==> config.mk <==
export PLATFORM = sky130hd
export DESIGN_NAME = pump_rotation_ctrl
export DESIGN_NICKNAME = d
export VERILOG_FILES = /design/src/rtl/pump_rotation_ctrl.sv
export SDC_FILE = /design/constraint.sdc
export NUM_CORES = 1
export LEC_CHECK = 0
export ABC_AREA = 1
export BUFFER_PORTS_ARGS = -buffer_cell sky130_fd_sc_hd__buf_2
export CAP_MARGIN = 20
export CORE_MARGIN = 4
export CORE_UTILIZATION = 40
export CTS_CLUSTER_DIAMETER = 60
export DETAILED_ROUTE_END_ITERATION = 12
export GPL_TIMING_DRIVEN = 0
export PLACE_DENSITY = 0.69
export SLEW_MARGIN = 10
export SYNTH_ARGS = -nofsm -noshare
export SYNTH_HDL_FRONTEND = slang
export SYNTH_SLANG_ARGS = --single-unit
==> constraint.sdc <==
create_clock -name Clock -period 1.1 [get_ports Clock]
set_input_delay 0.055 -clock Clock [delete_from_list [all_inputs] [get_ports Clock]]
set_output_delay 0.055 -clock Clock [all_outputs]
set_load 0.02 [all_outputs]
==> src/rtl/pump_rotation_ctrl.sv <==
// Tank fill controller for N pumps: one lead pump with fill hysteresis between
// the low (I) and high (S) sensors, every available pump below the low mark.
module pump_rotation_ctrl #(
    parameter int N_PUMPS = 2,
    parameter int COUNT_W = 8,
    localparam int LW     = (N_PUMPS > 1) ? $clog2(N_PUMPS) : 1
) (
    input  logic               Clock,
    input  logic               R,
    input  logic               S,
    input  logic               I,
    input  logic [N_PUMPS-1:0] Avail,
    output logic [N_PUMPS-1:0] B,
    output logic [LW-1:0]      Lead,
    output logic               Filling,
    output logic               SensorErr,
    output logic [COUNT_W-1:0] FillCount
);

    localparam logic [LW:0] NP = (LW+1)'(N_PUMPS);

    typedef enum logic {IDLE = 1'b0, FILLING = 1'b1} fill_e;

    fill_e              filling_q, filling_d;
    logic [LW-1:0]      lead_q, lead_d;
    logic [COUNT_W-1:0] cnt_q, cnt_d;

    logic fault, below, mid, full, fill_end, lead_lost;

    // Round-robin search starting just after x; x itself is tried last, so an
    // empty mask leaves the lead where it was.
    function automatic logic [LW-1:0] next_avail(input logic [LW-1:0] x,
                                                 input logic [N_PUMPS-1:0] av);
        logic [LW-1:0] res;
        logic [LW:0]   t;
        logic          found;
        res   = x;
        found = 1'b0;
        for (int k = 1; k <= N_PUMPS; k++) begin
            t = {1'b0, x} + (LW+1)'(k);
            if (t >= NP) t = t - NP;
            if (!found && av[t[LW-1:0]]) begin
                res   = t[LW-1:0];
                found = 1'b1;
            end
        end
        return res;
    endfunction

    assign fault     = S & ~I;
    assign below     = ~I & ~S;
    assign mid       = I & ~S;
    assign full      = I & S;
    assign fill_end  = (filling_q == FILLING) & full;
    assign lead_lost = ~Avail[lead_q] & (|Avail);

    always_ff @(posedge Clock) begin
        if (R) begin
            filling_q <= IDLE;
            lead_q    <= '0;
            cnt_q     <= '0;
        end else begin
            filling_q <= filling_d;
            lead_q    <= lead_d;
            cnt_q     <= cnt_d;
        end
    end

    always_comb begin
        filling_d = filling_q;
        lead_d    = lead_q;
        cnt_d     = cnt_q;
        if (!fault) begin
            if (below)
                filling_d = FILLING;
            else if (fill_end)
                filling_d = IDLE;
            // A fill end and a lost lead coincide into a single advance.
            if (fill_end || lead_lost)
                lead_d = next_avail(lead_q, Avail);
            if (fill_end && (cnt_q != '1))
                cnt_d = cnt_q + COUNT_W'(1);
        end
    end

    always_comb begin
        B = '0;
        if (!R) begin
            if (below)
                B = Avail;
            else if (mid && (filling_q == FILLING))
                B = (N_PUMPS'(1) << lead_q) & Avail;
        end
    end

    assign SensorErr = fault;
    assign Lead      = lead_q;
    assign Filling   = (filling_q == FILLING);
    assign FillCount = cnt_q;

endmodule

**After elaboration in Yosys (flattened, before gate mapping)**

Index checks and enable logic that the tools add are counted.

- Input port bits: 6
- Register bits: 10
- Word-level logic and storage cells: 59
- Output and inout bits: 13

- Equality and inequality tests: 1
- Shift operators: 1
- Reductions and logical operators: 11
- Add/subtract/negate cells: 5
- Bitwise gates (word level): 11
- Magnitude comparators: 5
- Multiplexer cells: 22

Operator list:

| operator | count |
|---|---|
| $mux W1 | 19 |
| $add A8 B1 Y8 const B | 1 |
| $ne A8 B8 Y1 const B | 1 |
| $and A1 B1 Y1 | 6 |
| $lt A1 B2 Y1 const B | 3 |
| $mux W2 | 3 |
| $ge A2 B2 Y1 const B | 2 |
| $not A1 Y1 | 4 |
| $reduce_and A2 Y1 | 2 |
| $reduce_bool A2 Y1 | 2 |
| $logic_and A1 B1 Y1 | 3 |
| $reduce_and A3 Y1 | 1 |
| $add A1 B1 Y2 const B | 1 |
| $add A1 B2 Y2 const B | 1 |
| $and A2 B2 Y2 | 1 |
| $reduce_or A2 Y1 | 1 |
| $shl A1 B1 Y2 const A | 1 |
| $sub A1 B1 Y1 const B | 2 |
| $logic_not A1 Y1 | 1 |
| $logic_or A1 B1 Y1 | 1 |

**Logic depth before layout (Yosys ltp)**

Gate-level depths: netlist of run 1.

- Depth in word-level cells: 16
- Depth in mapped cells: 8

**Worst setup path after synthesis of run 1**

Ideal clock, no wire load.

- Path kind: register -> register
- Start: register cnt_q[0] (netlist: FillCount[0])
- End: register cnt_q[7] (netlist: FillCount[7])
- Stages on the path, launching flop included: 9
- Period minus slack after synthesis: 1.383 ns
- Setup time: 0.113 ns
- Slack: -0.283 ns
- Buffers on the path: 0
- Arrival: 1.270 ns
- Cell sequence: dfxtp_1 -> ha_1 -> nand2_2 -> nor2_4 -> nand2_4 -> nand2_4 -> nor2_1 -> nor2_1 -> nor2_1

- Cells in the longest elaborated chain, start to end: 3

Ends and longest elaborated chain:

| what | line | RTL |
|---|---|---|
| from (decl) | 26 | `logic [COUNT_W-1:0] cnt_q, cnt_d;` |
| from (signal assigned) | 65 | `cnt_q <= cnt_d;` |
| branches (longest 3 deep; another with $add A8 B1 Y8) | -- |  |

Parallel ways; which one is timed is not known.
A chain may end at the register's enable or synchronous reset.

**Worst setup path after layout of run 1**

- Start: register cnt_q[7] (netlist: FillCount[7])
- End: register cnt_q[7] (netlist: FillCount[7])

The elaborated chain is that of the path after synthesis.

==> impl_results.md, run 1 <==
- First-iteration detailed-routing DRC count: 16
- Router iterations before antenna repair: 4
- # nets final: 134
- Post-DP HPWL: 1100 microns
- Max Root-Sink Buffers: 2
- WHS: between 40 and 50 ps
- Switching share of power: between 20% and 30%
- Reg clk slew, reported paths: 70 ps
- CP Launch Type: flip-flop
- Min Tclk post-route: ~1200 ps
- Skew final: approximately 2.9 ps
- DRC errors left: 0
- Vias in the first global route: about 630
- Ant. Diodes: 0
- Synth top area share: 32.0%
- Die width: between 40 and 50 microns
- Routed len/inst: 11.9 microns
- Die height: between 40 and 50 microns
- Most frequent cell after synthesis: nand2_1
- RD Place Congestion: 0.759
- Share of cells above drive strength 1: between 40% and 50%
- GRT Total Usage: around 16%
- Worst-Skew Late Latency: around 260 ps
- Hold Path Class: input pin to flip-flop
- Max Slew Vio Count: 0
- Crit share post-route: 107%
- Peak Freq: approximately 850 MHz
- Worst-case vdd ir drop: 0.000609 V
- Unrepaired setup endpoints after global routing: yes
- CTS root buffer: clkbuf_4
- Arr. time, crit path: between 1000 and 1500 ps
- Nature of the critical path endpoint: flip-flop
- Num CTS Buffers: 3
- Area leader, netlist: dfxtp_1
- Final hold viol count: 0
- Clock share of power: 35.5%
- Post-synth cell types: 23
- Top cells by area, synth: dfxtp_1 32%, nand2_1 16%, nand3_1 7.2%
- Total number of vias: 713
- Via density: 5.02
- Core box area: roughly 1500 sq um
- Syn Inst Count: 95
- Failing checks: setup timing
- Final setup violation count: 7
- CTS tree: built
- Placement Setup Slack: -153 ps
- Switch Pwr: between 0.15 and 0.2 mW
- Final WL: 1690 microns
- Number of I/O port buffers: 18
- Synthesized area: 626 sq um
- DIE AREA: 2260 sq um
- Placement Rows: 14
- Sequential area share after synthesis: between 30 and 40%
- Outcome: finished, violations left
- Largest net degree at the start of global routing: 11
- Synth warn: 0
- Ports: 19
- Net count after synthesis: 102
- Leakage: about 0.46 nW
- Syn avg cell area: 6.59 sq um
- CP max FO: 5
- Clk sink count: 10
- Most used DFF post-synth: dfxtp_1
- MaxCap Viol Count: 0
- Initial antenna violation count: 0
- Worst slew margin: 86.7%
- Power, Total: 0.730 mW
- Worst-margin pin slew: 200 ps
- Global-route wire length before repair: 2560 microns
- Setup WS post-layout: -71.9 ps
- Sequential share of power: 50.7%
- Comb pwr share: 13.8%
- Int Pwr: about 0.53 mW
- Post-synth EDFFs: 0
- H-tree depth: 1
- Synth-to-layout area growth: 48.2%
- #FFs+latches synth: 10
- Setup CP Type: flip-flop to flip-flop
- Post-synth ARST share: 0%
- CP Data Required Time: between 1000 and 1500 ps
- ANT nets after route: 0
- Initial Utilization: between 40% and 50%
- Commonest cells post-synth: 27 x nand2_1, 12 x inv_1, 10 x dfxtp_1, 10 x nor2_1, 9 x nand3_1
- Congestion Overflow GR: 0
- Power density over the cells: 787 nW/um^2
==> path summary, 6_finish.rpt <==
path	startpoint	end	slack, ps	cells past startpoint
min reg2reg	FillCount[7]	FillCount[7]	520	2
max	FillCount[7]	FillCount[7]	-70	7
max reg2reg	FillCount[7]	FillCount[7]	-70	7
min	R	FillCount[2]	50	2
==> what timing repair did <==
item,CTS,global route
hold endpoints to repair,0,0
resized for setup,6,15
cloned,1,0
buffers inserted,5,3
hold buffers,0,0
setup endpoints to repair,9,11
pin swaps,4,4
==> through the flow <==
stage	setup TNS [ps]	area, sq um	utilization, %	cells
after floorplan	-482	654	-	95
after global placement	-702	764	51.3	129
after detailed placement	-884	764	51.3	129
after CTS	-456	850	57.1	139
after global routing	-1180	927	62.3	142
final	-362	927	62.3	142
==> worst max-delay path: stages, from the launching register on <==
cell and delay, ps:
dfxtp_1 380, nand2_1 120, nor2_4 180, nand2_4 100, nand2_4 100, nor2_2 40
nor2_1 100, nor2_1 50
==> flip-flops by register name, indices dropped and copies added (netlist names) <==
register   flops
FillCount      8
Filling        1
Lead           1
==> kinds of logic after synthesis <==
kind of cell,synth area share (%)
simple gates,47.2
xor+xnor,1.40
fa+ha+maj,2.00
compound gates,8.40
buf+inv,9.00
flops,32.0
==> layout by cell type, fill, tap and decap left out <==
| cell type | Yosys | layout |
|---|---|---|
| clkinv_1 | 0 | 1 |
| buf_4 | 1 | 10 |
| nor2_1 | 10 | 7 |
| nand3_2 | 1 | 4 |
| nand3_1 | 9 | 6 |
| nor2_2 | 1 | 2 |
| dfxtp_1 | 10 | 3 |
| dfxtp_2 | 0 | 4 |
| a211oi_1 | 1 | 1 |
| dfxtp_4 | 0 | 3 |
| o22ai_1 | 1 | 1 |
| buf_2 | 0 | 15 |
| nand2_1 | 27 | 27 |
| nor3_2 | 0 | 1 |
| a21oi_2 | 1 | 3 |
| nand3b_1 | 1 | 1 |
| inv_2 | 1 | 2 |
| buf_6 | 0 | 2 |
| nand2_4 | 2 | 4 |
| or2_2 | 1 | 1 |
| xor2_1 | 1 | 1 |
| nor2_4 | 2 | 4 |
| o21ai_0 | 1 | 1 |
| inv_1 | 12 | 11 |
| nand4_1 | 4 | 4 |
| ha_4 | 0 | 1 |
| clkbuf_4 | 0 | 3 |
| a21oi_1 | 5 | 3 |
==> area by class of cell <==
cell class / count / area (sq um)
fill: 134 / 562
multi-input combinational: 72 / 443
sequential: 10 / 216
timing repair buffer: 26 / 165
inverter: 13 / 48.8
clock buffer: 3 / 22.5
tap: 16 / 20.0
buffer: 1 / 7.51
clock inverter: 1 / 3.75
==> power groups by stage <==
stage                     sequential [mW]  combinational [mW]  clock [mW]
after global placement              0.379              0.0788           0
after detailed placement            0.379              0.0799           0
after global routing                0.371               0.109       0.295
after CTS                           0.371              0.0859       0.274
final                               0.370               0.101       0.259
after floorplan                     0.386              0.0418           0
==> layer usage <==
metal / vias to the layer above / routed length [microns] / global-route usage (%)
met3: 2 / 108 / 5.64
met1: 319 / 719 / 17.7
met2: 23 / 851 / 28.6
met4: 0 / 14 / 4.84
li1: 369 / - / -
met5: - / 0 / 0
(Power assumes the default switching activity.)
==> run 2, diff against run 1 <==
CORE_UTILIZATION = 43   (was 40)
PLACE_DENSITY = 0.73   (was 0.69)
==> impl_results.md, run 2 (synthesis results as in run 1) <==
- Skew final: 15.5 ps (+12.7 ps)
- Core box area: 1330 sq um (-10%)
- Hold Path Class: input pin to flip-flop
- Comb pwr share: 13.1% (-0.7 points)
- CP max-delay cell: dfxtp_4
- Via density: 5.07 (+1.0%)
- CTS root buffer: clkbuf_4
- # nets final: 131 (-2.2%)
- Initial Utilization: 46.9% (+4.9 points)
- Post-DP HPWL: 1120 microns (+1.7%)
- Leakage: 0.443 nW (-2.9%)
- First-iteration detailed-routing DRC count: 4 (-12)
- Int Pwr: 0.540 mW (+1.0%)
- Unrepaired setup endpoints after global routing: yes
- Switching share of power: 27.2% (+0.44 points)
- Die width: 46.1 microns (-3.0%)
- Synth-to-layout area growth: 44.8%
- Share of cells above drive strength 1: 45.5% (-1.3 points)
- ANT nets after route: 0 (unchanged)
- Switch Pwr: 0.202 mW (+3.3%)
- Worst-case vdd ir drop: 0.000530 V (-13%)
- Arr. time, crit path: 1360 ps (+20 ps)
- Initial antenna violation count: 0 (unchanged)
- Num CTS Buffers: 3 (unchanged)
- CP delay by family, top: simple AND/OR/NAND/NOR gates
- Worst reg2reg path depth: 8 (+1)
- Largest net degree at the start of global routing: 11 (unchanged)
- Number of I/O port buffers: 18 (unchanged)
- Crit-path max cell delay: 360 ps (-20 ps)
- Crit path depth: 8 (+1)
- RD Place Congestion: 0.816 (+7.5%)
- Ports: 19 (unchanged)
- Ant. Diodes: 0 (unchanged)
- Crit share post-route: 109% (+2.4 points)
- Util after Layout: 67.9% (+5.6 points)
- Most common cell after layout, fill and taps aside: nand2_1
- MaxCap Viol Count: 0 (unchanged)
- Worst path cell trace: ha_4, nand2_4, nor2_4, nand2_4, nand2_4, nor2_1, nor2_1, nor2_1
- DIE AREA: 2130 sq um (-5.8%)
- CP Data Required Time: 1260 ps (about the same)
- Die height: 46.1 microns (-3.0%)
- Hold depth: 2 (unchanged)
- Setup CP Type: flip-flop to flip-flop
- Sequential share of power: 50.1% (-0.6 points)
- Placement Rows: 13 (-1)
- Placement Setup Slack: -145 ps (+8.52 ps)
- DRC errors left: 0 (unchanged)
- Nature of the critical path endpoint: flip-flop
- Vias in the first global route: 675 (+7.8%)
- Reg clk slew, reported paths: 80 ps (about the same)
- Worst-margin pin slew: 200 ps (+0.258 ps)
- H-tree depth: 1 (unchanged)
- Fin area: 906 sq um (-2.3%)
- Routed len/inst: 12.3 microns (+3.1%)
- Placed inst area: 763 sq um (-0.16%)
- Final setup violation count: 8 (+1)
- Global-route wire length before repair: 2880 microns (+13%)
- Final hold viol count: 0 (unchanged)
- CP Buf/Inv Count: 0 (unchanged)
- Router iterations before antenna repair: 4 (unchanged)
- Clock share of power: 36.8% (+1.3 points)
- Setup WS post-layout: -98.1 ps (-26.2 ps)
- Congestion Overflow GR: 0 (unchanged)
- WHS: 34.7 ps (-11.1 ps)
- Peak Freq: 835 MHz (-2.2%)
- Total number of vias: 700 (-1.8%)
- GRT Total Usage: 19.1% (+3.1 points)
- Power density over the cells: 819 nW/um^2 (+4.0%)
- Final WL: 1700 microns (+0.24%)
- CTS tree: built
- Largest register FFs: 8 (unchanged)
- Max Root-Sink Buffers: 2 (unchanged)
- Most frequent cells in the layout: 26 x nand2_1, 15 x buf_2, 11 x inv_1
- CP Launch Type: flip-flop
- Outcome: finished, violations left
- Worst slew margin: 86.6% (about the same)
- CP max FO: 5 (unchanged)
- Clk sink count: 10 (unchanged)
- Min Tclk post-route: 1200 ps (+26.2 ps)
- Failing checks: setup timing
- TNS Setup: -471 ps (-109 ps)
- Worst-Skew Late Latency: 270 ps (about the same)
- Max Slew Vio Count: 0 (unchanged)
## run 2: cell types whose count changed in the layout (fill, tap and decap cells not counted), sizes merged
cell / before / now
clkinv: 1 / 0
buf: 27 / 24
clkbuf: 3 / 4
## run 2: area by class of cell
type / count / area (sq um)
Clock buffer: 4 / 26.3
Sequential cell: 10 / 215
Multi-Input combinational cell: 72 / 439
Timing Repair Buffer: 23 / 150
Buffer: 1 / 7.51
Inverter: 13 / 48.8
Fill cell: 126 / 428
Tap cell: 15 / 18.8
## run 2: layer usage
metal | GRT usage [%] | vias to the layer above | share of wire, %
li1 | - | 363 | -
met1 | 22.3 | 316 | 42
met2 | 32.1 | 19 | 51
met3 | 3.91 | 2 | 5.9
met4 | 10.2 | 0 | 1.3
met5 | 0 | - | 0
## run 2: repair_timing
action,in CTS,in global routing
hold buffers,0,0
setup buffers,5,0
endpoints found under the setup margin,10,11
gates cloned,1,0
gates resized for setup,11,10
pin swaps,5,3
## run 2: final timing paths
check | start | end | slack [ps]
worst min register to register | FillCount[3] | FillCount[3] | 520
worst min-delay path | R | FillCount[2] | 30
worst max-delay path | FillCount[1] | FillCount[7] | -100
worst max register to register | FillCount[1] | FillCount[7] | -100
## run 2: power groups by stage
stage	sequential, mW	combinational (mW)	clock (mW)
2_1_floorplan	0.386	0.0418	0
3_3_place_gp	0.379	0.0787	0
3_5_place_dp	0.380	0.0810	0
4_1_cts	0.371	0.0907	0.290
5_1_grt	0.372	0.106	0.311
6_report	0.372	0.0973	0.273
## run 2: per-stage QoR
stage,cells,power [mW]
2_1_floorplan,95,0.427
3_3_place_gp,128,0.458
3_5_place_dp,128,0.461
4_1_cts,138,0.751
5_1_grt,138,0.789
6_report,138,0.742
==> run 3, diff against run 2 <==
ABC_AREA = default   (was 1)
CORE_UTILIZATION = 41   (was 43)
PLACE_DENSITY = 0.72   (was 0.73)
SETUP_SLACK_MARGIN = 0.02   (was default)
==> impl_results.md, run 3 <==
- Post-synth EDFFs: 0 (unchanged)
- Failing checks: setup timing
- Worst-Skew Late Latency: 260 ps (about the same)
- Int Pwr: 0.539 mW (-0.15%)
- Core box area: 1170 sq um (-12%)
- Post-synth ARST share: 0% (unchanged)
- Placement Rows: 12 (-1)
- Outcome: finished, violations left
- #FFs+latches synth: 10 (unchanged)
- Syn Inst Count: 61 (-36%)
- H-tree depth: 1 (unchanged)
- Ports: 19 (unchanged)
- Synth Area in Simple Gates: 28.5% (-19 points)
- Most frequent cells in the layout: 16 x buf_2, 12 x nor2_1, 6 x dfxtp_2
- Num CTS Buffers: 3 (unchanged)
- Clock share of power: 37.1% (+0.3 points)
- Most common cell after layout, fill and taps aside: buf_2
- CP Launch Point: FillCount[1]
- Worst path cell trace: ha_4, nand3_4, o211ai_2, nor3_2, mux2_4
- Synthesized area: 536 sq um (-14%)
- Leakage: 0.369 nW (-17%)
- Via density: 5.08 (+0.12%)
- Top cells by area, synth: dfxtp_1 37%, nor2_1 8.4%, xor2_1 8.2%
- Total number of vias: 518 (-26%)
- Largest net degree at the start of global routing: 11 (unchanged)
- Min Tclk post-route: 1300 ps (+103 ps)
- CP Buf/Inv Count: 0 (unchanged)
- DRC errors left: 0 (unchanged)
- Post-DP HPWL: 860 microns (-23%)
- Placement Setup Slack: -235 ps (-90.5 ps)
- First-iteration detailed-routing DRC count: 3 (-1)
- Xor/xnor share of the synthesized area: 9.81% (+8.4 points)
- Synth top area share: 37.4% (+5.4 points)
- Initial antenna violation count: 0 (unchanged)
- Final setup violation count: 10 (+2)
- Switch Pwr: 0.190 mW (-6.1%)
- Post-Synth Adder-Cell Area: 4.21% (+2.2 points)
- Metal2 WL: 594 microns (-31%)
- Unrepaired setup endpoints after global routing: yes
- Final WL: 1240 microns (-27%)
- Post-synth cell types: 30 (+30%)
- CTS root buffer: clkbuf_4
- CP max-delay cell: dfxtp_4
- Vias in the first global route: 448 (-34%)
- Area leader, netlist: dfxtp_1
- Syn avg cell area: 8.78 sq um (+33%)
- TNS Setup: -1180 ps (-708 ps)
- Worst-case vdd ir drop: 0.000621 V (+17%)
- Number of I/O port buffers: 18 (unchanged)
- Max Root-Sink Buffers: 2 (unchanged)
- Ant. Diodes: 0 (unchanged)
- # nets final: 96 (-27%)
- Crit-path max cell delay: 360 ps (about the same)
- Clk sink count: 10 (unchanged)
- Share of cells above drive strength 1: 53.4% (+7.9 points)
- Most frequent cell after synthesis: nor2_1
- Worst slew margin: 66.7% (-20 points)
- CP Launch Type: flip-flop
- Net count after synthesis: 68 (-33%)
- Power density over the cells: 909 nW/um^2 (+11%)
- Hold path start: S
- Met3 WL: 55 microns (-45%)
- Skew final: 3.75 ps (-11.8 ps)
- Setup CP Type: flip-flop to flip-flop
- Largest register FFs: 8 (unchanged)
- Largest family of logic cells by synthesized area: simple AND/OR/NAND/NOR gates
- Nature of the critical path endpoint: flip-flop
- CP max FO: 4 (-1)
- Most used DFF post-synth: dfxtp_1
- GRT Total Usage: 13.2% (-5.9 points)
- DIE AREA: 1950 sq um (-8.5%)
- FF-to-FF Start: FillCount[1]
- Die width: 44.1 microns (-4.3%)
- Max Slew Vio Count: 0 (unchanged)
- Setup WS post-layout: -201 ps (-103 ps)
- Sequential share of power: 50.3% (+0.2 points)
- Routed len/inst: 12.2 microns (-0.90%)
- Sequential area share after synthesis: 37.4% (+5.4 points)
- Router iterations before antenna repair: 3 (-1)
- CTS tree: built
- Hold Path Class: input pin to flip-flop
- Synth warn: 0 (unchanged)
- Top Layer Used: met4
- Arr. time, crit path: 1450 ps (+90 ps)
- ANT nets after route: 0 (unchanged)
- Final hold viol count: 0 (unchanged)
- Worst-margin pin slew: 499 ps (+299 ps)
- Crit share post-route: 118% (+9.4 points)
- Die height: 44.1 microns (-4.3%)
- Commonest cells post-synth: 12 x nor2_1, 10 x dfxtp_1, 5 x xor2_1, 4 x nand2_1, 3 x and3_1
- Synth Area in Compound Gates: 13.3% (+4.9 points)
- Mux cell area share after synthesis: 3.97% (+4.0 points)
- Reg clk slew, reported paths: 70 ps (about the same)
- CP delay by family, top: flip-flops
- Metal-1 WL: 584 microns (-18%)
- Global-route wire length before repair: 1960 microns (-32%)
- Switching share of power: 26.0% (-1.2 points)
- Congestion Overflow GR: 0 (unchanged)
- RD Place Congestion: 0.786 (-3.6%)
- CP Data Required Time: 1250 ps (about the same)
- Comb pwr share: 12.6% (-0.5 points)
- Peak Freq: 769 MHz (-7.9%)
- Synth-to-layout area growth: 49.8%
- Initial Utilization: 45.7% (-1.2 points)
- MaxCap Viol Count: 0 (unchanged)
## run 3: cell count changes in the layout (fill, tap and decap cells not counted), sizes merged, moves of 2 or more
cell,before,now
a21oi,6,2
and3,0,3
inv,13,1
nand2,31,4
nand3,10,1
nand4,4,2
o211ai,0,2
o21ai,1,3
xor2,1,5
## run 3: worst reg2reg max path: stages (launching register included)
cell and delay, ps:
dfxtp_4 360, ha_4 160, nand3_4 100, o211ai_2 90, nor3_2 160, mux2_4 320
## run 3: cell families after synthesis
kind of cell,after synthesis
simple gates,28
compound gates,10
flops,10
xor+xnor,6
buf+inv,3
mux,2
fa+ha+maj,2
## run 3: what timing repair did
action	CTS	global route
endpoints found under the hold margin	0	0
resized for setup	7	7
pin swaps	4	5
endpoints found under the setup margin	9	11
buffers inserted	4	1
hold buffers	0	0
## run 3: final cells by class
| cell class | instances | area (sq um) |
|---|---|---|
| multi-input cells | 48 | 373 |
| fillers | 96 | 369 |
| flip-flops and latches | 10 | 223 |
| repair buffers | 23 | 144 |
| clock buffers | 4 | 26.3 |
| well taps | 14 | 17.5 |
| plain buffers | 2 | 15.0 |
| inverters | 1 | 3.75 |
## run 3: worst paths after layout
kind / endpoint / cells past startpoint / slack [ps]
min reg2reg: FillCount[6] / 2 / 550
max reg2reg: FillCount[7] / 5 / -200
max: FillCount[7] / 5 / -200
min: Lead / 2 / 70
## run 3: through the flow
stage	std cells	total power [mW]	hold WS, ps	area (sq um)	utilization, %
after global placement	93	0.452	323	688	58.8
after detailed placement	93	0.453	322	688	58.8
after floorplan	61	0.421	147	581	-
after global routing	102	0.765	79.4	802	68.5
after CTS	101	0.727	47.7	766	65.4
final	102	0.729	71.6	802	68.5
## run 3: routing by layer
layer  vias to the layer above  GRT usage [%]
li1                        276              -
met3                         2           2.44
met5                         -              0
met4                         0           5.42
met2                         8           19.5
met1                       232           18.6
## run 3: power groups by stage
stage,registers (mW),logic (mW),clock network [mW]
2_1_floorplan,0.385,0.0357,0
3_5_place_dp,0.379,0.0739,0
5_1_grt,0.368,0.101,0.296
4_1_cts,0.369,0.0860,0.273
3_3_place_gp,0.379,0.0734,0
6_report,0.367,0.0920,0.270
